===== src/rtl/display_pkg.sv =====
// Shared constants for the 7-segment display reader: segment patterns
// (active-low, {g..a}), anode position codes and the frame FSM states.
package display_pkg;

    localparam logic [6:0] SEG_0     = 7'h40;
    localparam logic [6:0] SEG_1     = 7'h79;
    localparam logic [6:0] SEG_2     = 7'h24;
    localparam logic [6:0] SEG_3     = 7'h30;
    localparam logic [6:0] SEG_4     = 7'h19;
    localparam logic [6:0] SEG_5     = 7'h12;
    localparam logic [6:0] SEG_6     = 7'h02;
    localparam logic [6:0] SEG_7     = 7'h78;
    localparam logic [6:0] SEG_8     = 7'h00;
    localparam logic [6:0] SEG_9     = 7'h10;
    localparam logic [6:0] SEG_6_ALT = 7'h03;
    localparam logic [6:0] SEG_7_ALT = 7'h58;
    localparam logic [6:0] SEG_9_ALT = 7'h18;
    localparam logic [6:0] SEG_BLANK = 7'h7F;

    localparam logic [3:0] AN_UNI = 4'b1110;
    localparam logic [3:0] AN_DEC = 4'b1101;
    localparam logic [3:0] AN_CEN = 4'b1011;
    localparam logic [3:0] AN_SIG = 4'b0111;

    typedef enum logic {
        SCAN,
        EMIT
    } state_t;

endpackage


===== src/rtl/sseg_decode.sv =====
// Combinational 7-segment to BCD decoder; flags any pattern that is not
// a recognised digit shape (including the tail variants of 6, 7 and 9).
module sseg_decode
    import display_pkg::*;
(
    input  logic [6:0] seg,
    output logic       bad,
    output logic [3:0] bcd
);

    always_comb begin
        bad = 1'b0;
        bcd = 4'd0;
        case (seg)
            SEG_0:            bcd = 4'd0;
            SEG_1:            bcd = 4'd1;
            SEG_2:            bcd = 4'd2;
            SEG_3:            bcd = 4'd3;
            SEG_4:            bcd = 4'd4;
            SEG_5:            bcd = 4'd5;
            SEG_6, SEG_6_ALT: bcd = 4'd6;
            SEG_7, SEG_7_ALT: bcd = 4'd7;
            SEG_8:            bcd = 4'd8;
            SEG_9, SEG_9_ALT: bcd = 4'd9;
            default:          bad = 1'b1;
        endcase
    end

endmodule


===== src/rtl/display_num_reader.sv =====
// Reads a scanned 4-digit 7-segment display back into an 8-bit value,
// capturing each digit once it is stable and validating the whole frame.
module display_num_reader
    import display_pkg::*;
#(
    parameter int SYNC_STAGES = 2,
    parameter int SETTLE      = 4
) (
    input  logic       clk,
    input  logic       rst_n,
    input  logic [6:0] SSeg_in,
    input  logic [3:0] an_in,
    output logic [7:0] valor,
    output logic       valid,
    output logic       err
);

    localparam int            CW         = $clog2(SETTLE + 1);
    localparam logic [CW-1:0] SETTLE_CNT = CW'(SETTLE);

    logic [10:0] sample;

    generate
        if (SYNC_STAGES == 0) begin : g_bypass
            assign sample = {an_in, SSeg_in};
        end else begin : g_sync
            logic [SYNC_STAGES-1:0][10:0] sync_q, sync_d;

            always_comb begin
                sync_d    = sync_q;
                sync_d[0] = {an_in, SSeg_in};
                for (int i = 1; i < SYNC_STAGES; i++) begin
                    sync_d[i] = sync_q[i-1];
                end
            end

            // Cleared to all-ones so the idle state looks like a blanked display.
            always_ff @(posedge clk) begin
                if (!rst_n) sync_q <= '1;
                else        sync_q <= sync_d;
            end

            assign sample = sync_q[SYNC_STAGES-1];
        end
    endgenerate

    logic [3:0] an_s;
    logic [6:0] seg_s;
    logic       dig_bad;
    logic [3:0] dig_bcd;

    assign an_s  = sample[10:7];
    assign seg_s = sample[6:0];

    sseg_decode u_dec (
        .seg (seg_s),
        .bad (dig_bad),
        .bcd (dig_bcd)
    );

    state_t        state_q, state_d;
    logic [10:0]   prev_q, prev_d;
    logic [CW-1:0] cnt_q, cnt_d;
    logic          captured_q, captured_d;
    logic [3:0]    mask_q, mask_d;
    logic [3:0]    bad_q, bad_d;
    logic [3:0]    uni_q, uni_d, dec_q, dec_d, cen_q, cen_d;
    logic [7:0]    valor_q, valor_d;
    logic          valid_q, valid_d, err_q, err_d;

    logic          pos_ok, same, cap, reject;
    logic [9:0]    h10, t10, u10, sum;

    always_comb begin
        case (an_s)
            AN_UNI, AN_DEC, AN_CEN, AN_SIG: pos_ok = 1'b1;
            default:                        pos_ok = 1'b0;
        endcase
    end

    // H*100 + T*10 + U using shift-add only.
    always_comb begin
        h10    = {6'd0, cen_q};
        t10    = {6'd0, dec_q};
        u10    = {6'd0, uni_q};
        sum    = (h10 << 6) + (h10 << 5) + (h10 << 2) + (t10 << 3) + (t10 << 1) + u10;
        reject = (|bad_q) || (sum > 10'd255);
    end

    always_comb begin
        state_d    = state_q;
        prev_d     = sample;
        cnt_d      = cnt_q;
        captured_d = captured_q;
        mask_d     = mask_q;
        bad_d      = bad_q;
        uni_d      = uni_q;
        dec_d      = dec_q;
        cen_d      = cen_q;
        valor_d    = valor_q;
        valid_d    = 1'b0;
        err_d      = 1'b0;
        same       = (sample == prev_q);

        if (!pos_ok)                 cnt_d = '0;
        else if (!same)              cnt_d = CW'(1);
        else if (cnt_q != SETTLE_CNT) cnt_d = cnt_q + CW'(1);

        if (!same) captured_d = 1'b0;
        cap = pos_ok && (cnt_d == SETTLE_CNT) && !(same && captured_q);
        if (cap) captured_d = 1'b1;

        case (state_q)
            SCAN: begin
                if (cap) begin
                    mask_d = mask_q | ~an_s;
                    case (an_s)
                        AN_UNI: begin uni_d = dig_bcd; bad_d[0] = dig_bad; end
                        AN_DEC: begin dec_d = dig_bcd; bad_d[1] = dig_bad; end
                        AN_CEN: begin cen_d = dig_bcd; bad_d[2] = dig_bad; end
                        AN_SIG: bad_d[3] = (seg_s != SEG_BLANK);
                        default: ;
                    endcase
                    if (mask_d == 4'hF) state_d = EMIT;
                end
            end
            EMIT: begin
                if (reject) begin
                    err_d = 1'b1;
                end else begin
                    valid_d = 1'b1;
                    valor_d = sum[7:0];
                end
                mask_d  = 4'h0;
                state_d = SCAN;
            end
            default: state_d = SCAN;
        endcase
    end

    always_ff @(posedge clk) begin
        if (!rst_n) begin
            state_q    <= SCAN;
            prev_q     <= '1;
            cnt_q      <= '0;
            captured_q <= 1'b0;
            mask_q     <= 4'h0;
            bad_q      <= 4'h0;
            uni_q      <= 4'd0;
            dec_q      <= 4'd0;
            cen_q      <= 4'd0;
            valor_q    <= 8'd0;
            valid_q    <= 1'b0;
            err_q      <= 1'b0;
        end else begin
            state_q    <= state_d;
            prev_q     <= prev_d;
            cnt_q      <= cnt_d;
            captured_q <= captured_d;
            mask_q     <= mask_d;
            bad_q      <= bad_d;
            uni_q      <= uni_d;
            dec_q      <= dec_d;
            cen_q      <= cen_d;
            valor_q    <= valor_d;
            valid_q    <= valid_d;
            err_q      <= err_d;
        end
    end

    assign valor = valor_q;
    assign valid = valid_q;
    assign err   = err_q;

endmodule


===== config.mk =====
export PLATFORM = sky130hd
export DESIGN_NAME = display_num_reader
export DESIGN_NICKNAME = d
export VERILOG_FILES = /design/src/rtl/display_pkg.sv /design/src/rtl/sseg_decode.sv /design/src/rtl/display_num_reader.sv
export SDC_FILE = /design/constraint.sdc
export NUM_CORES = 1
export LEC_CHECK = 0
export CAP_MARGIN = 20
export CORE_MARGIN = 4
export CORE_UTILIZATION = 58
export DETAILED_ROUTE_END_ITERATION = 12
export GPL_ROUTABILITY_DRIVEN = 0
export PLACE_DENSITY = 0.88
export SLEW_MARGIN = 5
export SYNTH_ARGS = -nofsm -noshare
export SYNTH_HDL_FRONTEND = slang
export SYNTH_SLANG_ARGS = --single-unit

===== constraint.sdc =====
create_clock -name clk -period 4.5 [get_ports clk]
set_input_delay 0.675 -clock clk [delete_from_list [all_inputs] [get_ports clk]]
set_output_delay 0.675 -clock clk [all_outputs]
set_load 0.1 [all_outputs]

==> run_results.csv <==
group,metric,value,unit
status,run_status,"finished clean",
critical_path,timing.critical_path.mode_cell,"fa_1",
logic_synthesis,yosys-top-cells-area,"dfxtp_1 41%, ha_1 6.3%, mux2i_1 6.3%",
detailed_routing,ant_nets,0,
die,dieArea,7070,µm²
critical_path,r2r-start,"dec_q[0]",
clock_network,cts_resized,0,
sta,final.hold.worst_slack,411,ps
global_routing,track_usage,18.4,%
critical_path,path_buf_inv,2,
global_routing,first_global_vias,2371,
detailed_routing,dr.first_iter.drc_count,123,
sta,final_hold_viol_count,0,
power_and_ir_drop,switchingPower,303,µW
logic_synthesis,post_synth_inst_count,358,
clock_network,tritoncts.num_buffers,9,
sta,tightest_slew,992,ps
power_and_ir_drop,p_int,908,µW
final_layout,num_antenna_cells,0,
logic_synthesis,synthDominantCellAreaShare,40.6,%
worst_hold_path,worst_hold_path_startpoint,"g_sync.sync_d[20]",
logic_synthesis,async_set_or_reset_flop_fraction_in_the_synthesized_netlist,0,%
critical_path,worstPathMaxFanout,7,
final_layout,fillerInstances,435,
clock_network,cts_max_level,3,
detailed_routing,dr_total_vias,2426,
sta,final.period_utilization,75.8,%
critical_path,critPathRequiredTime,4780,ps
global_routing,grt_overflow_total,0,
logic_synthesis,number_of_enable_type_register_cells_in_the_synthesized_netlist,0,
placement,placedCellCount,433,
power_and_ir_drop,max-vdd-ir-drop,0.000248,V
critical_path,crit_family,"adder cells",
sta,relSlewSlack,33.7,%
clock_network,clockBufferDepth,2,
global_routing,antenna_found_initial,0,
clock_network,cts_tree,"done",
logic_synthesis,yosys_warnings,0,
clock_network,cts.clk_slew.worst_paths,80,ps
die,floorplan.rows,27,
sta,setup-tns-final,0,ps
final_layout,drive_gt1_share,7.43,%
placement,post-dp-hpwl,4.33,mm
worst_hold_path,hold-path-cell-count,1,
critical_path,critical_path.reg2reg.endpoint,"valor[1]",
sta,maxClockFrequency,0.293,GHz
critical_path,critical_path.cell_chain,"inv_1, fa_1, fa_1, inv_1, ha_1, fa_1, a211oi_1, o21ai_0, a22o_1, nor2_8, mux2i_1",
final_layout,post-route-util,68.0,%
logic_synthesis,ys_seq_elements,68,
critical_path,sort_of_element_at_the_start_of_the_critical_path,"flop",
final_layout,layout-area-overhead-vs-synth,12.9,%
power_and_ir_drop,leakagePower,0.00166,µW
power_and_ir_drop,clkPwrFrac,43.0,%
logic_synthesis,yosysMostFrequentCell,"dfxtp_1",
flow_run,timing.max_cap.violations,0,
logic_synthesis,postSynthAreaPerCell,9.38,µm²
die,chipHeight,84.1,µm
critical_path,worst-endpoint-arrival,3690,ps
die,io_pins,23,
logic_synthesis,synth_area,3360,µm²
final_layout,fin_cells,449,
power_and_ir_drop,power-per-cell-area,320,nW/µm²
detailed_routing,remaining_drc_errors,0,
detailed_routing,vias_per_std_cell,5.40,
critical_path,r2r_setup_slk,1090,ps
logic_synthesis,yosys-top-cells-count,"68 x dfxtp_1, 44 x nand2_1, 31 x nand2b_1",
logic_synthesis,synth.yosys.seq_area_share,40.6,%
clock_network,cts-hold-fix-buffers,0,
power_and_ir_drop,share_comb_of_total_power,5.2,%
logic_synthesis,synth_cell_type_count,50,
die,coreArea,5570,µm²
final_layout,net_count_final,409,
global_routing,wire_length_of_the_first_global_routing_pass,10.5,mm
clock_network,tritoncts_sink_count,68,
sta,setup_ws,1090,ps
logic_synthesis,ys.flop_type,"dfxtp_1",
logic_synthesis,synth_nets,395,
logic_synthesis,synthDominantAreaCellType,"dfxtp_1",
clock_network,clk_latency,360,ps
critical_path,type_of_the_setup_path_with_the_least_slack,"reg -> reg",
clock_network,post-cts-setup-buffer-count,0,
power_and_ir_drop,pwr-share-seq,51.8,%
critical_path,slowest_stage_delay_on_critical_path,510,ps
sta,timing.clock.skew,6.90,ps
worst_hold_path,timing.hold.worst_endpoint,"prev_d[9]",
detailed_routing,wl_per_cell,13.4,µm
sta,period_minus_slack,3410,ps
detailed_routing,detail_route.wirelength,6.03,mm
sta,rsz0062_at_grt,"no",
sta,finalSetupViolations,0,
die,start_util,60.2,%
critical_path,crit_path_top_delay_cell,"fa_1",
die,die_w,84.1,µm
placement,dp_slack,1060,ps
global_routing,grt_start_max_net_pins,40,
clock_network,cts.root.buffer_cell,"clkbuf_8",
placement,placement.io_buffers,22,
power_and_ir_drop,switching_share,25.0,%
critical_path,rr_worst_depth,11,
sta,timing_max_transition_violations_final,0,
critical_path,cp-end-kind,"flop",
detailed_routing,detail_route.first_pass.iterations,4,
worst_hold_path,timing.hold.worst.class,"reg -> reg",
power by group through the flow:
stage	clock (µW)	sequential [µW]	combinational, µW
final	521	627	63.3
after detailed placement	0	641	63.4
after global placement	0	640	61.8
after global routing	558	629	71.1
after floorplan	0	632	55.7
after CTS	528	627	63.8
stage by stage:
step / cell area [µm²] / total power (µW)
2_1_floorplan: 3360 / 687
3_3_place_gp: 3580 / 702
3_5_place_dp: 3580 / 704
4_1_cts: 3790 / 1220
5_1_grt: 3790 / 1260
6_report: 3790 / 1210
layout make-up:
class                           count  area [µm²]  area share [%]
Sequential cell                    68        1360            35.9
Inverter                           27         101            2.67
Multi-Input combinational cell    242        1800            47.5
Timing Repair Buffer               24         230            6.07
Tap cell                           72        90.1            2.38
Clock inverter                      7        81.3            2.15
Clock buffer                        9         124            3.27
logic make-up after synthesis:
| group | Yosys count | synth area share [%] |
|---|---|---|
| xor gates and xnor gates | 17 | 4.44 |
| muxes | 21 | 6.26 |
| and+or+nand+nor | 133 | 21.8 |
| DFF | 68 | 40.6 |
| AOI/OAI and AO/OA | 47 | 10.7 |
| buffers and inverters | 48 | 5.78 |
| adders and majority gates | 24 | 10.5 |
worst max-delay path by stage:
stage	cells after the start	slack, ps	end	startpoint
final	11	1090	valor[1]	dec_q[0]
after CTS	11	1060	valor[1]	dec_q[0]
after global routing	11	830	valor[1]	uni_q[3]
after floorplan	11	1330	valor[0]	dec_q[0]
after global placement	11	1220	valor[0]	dec_q[0]
after detailed placement	11	1060	valor[1]	dec_q[0]
state kept, by name (all words and copies together), names as in the netlist, 8 cells and up:
register,cells
g_sync.sync_d,11
prev_d,11
prev_q,11
valor,8
cell usage in the layout, fill, tap and decap left out, types with 9 or more instances in the layout:
| cell | instances |
|---|---|
| dfxtp_1 | 68 |
| clkbuf_8 | 9 |
| ha_1 | 17 |
| clkdlybuf4s50_1 | 21 |
| nor2_1 | 19 |
| mux2i_1 | 21 |
| xnor2_1 | 15 |
| a21oi_1 | 9 |
| inv_1 | 26 |
| nand2b_1 | 31 |
| nand2_1 | 44 |
| nand3_1 | 9 |
per-layer routing:
layer,routed length (µm),track usage [%]
met1,2650,22.7
met2,2990,30.1
met3,264,5.73
met4,124,7.02
met5,0,0
Power figures use the tool's default switching activity.
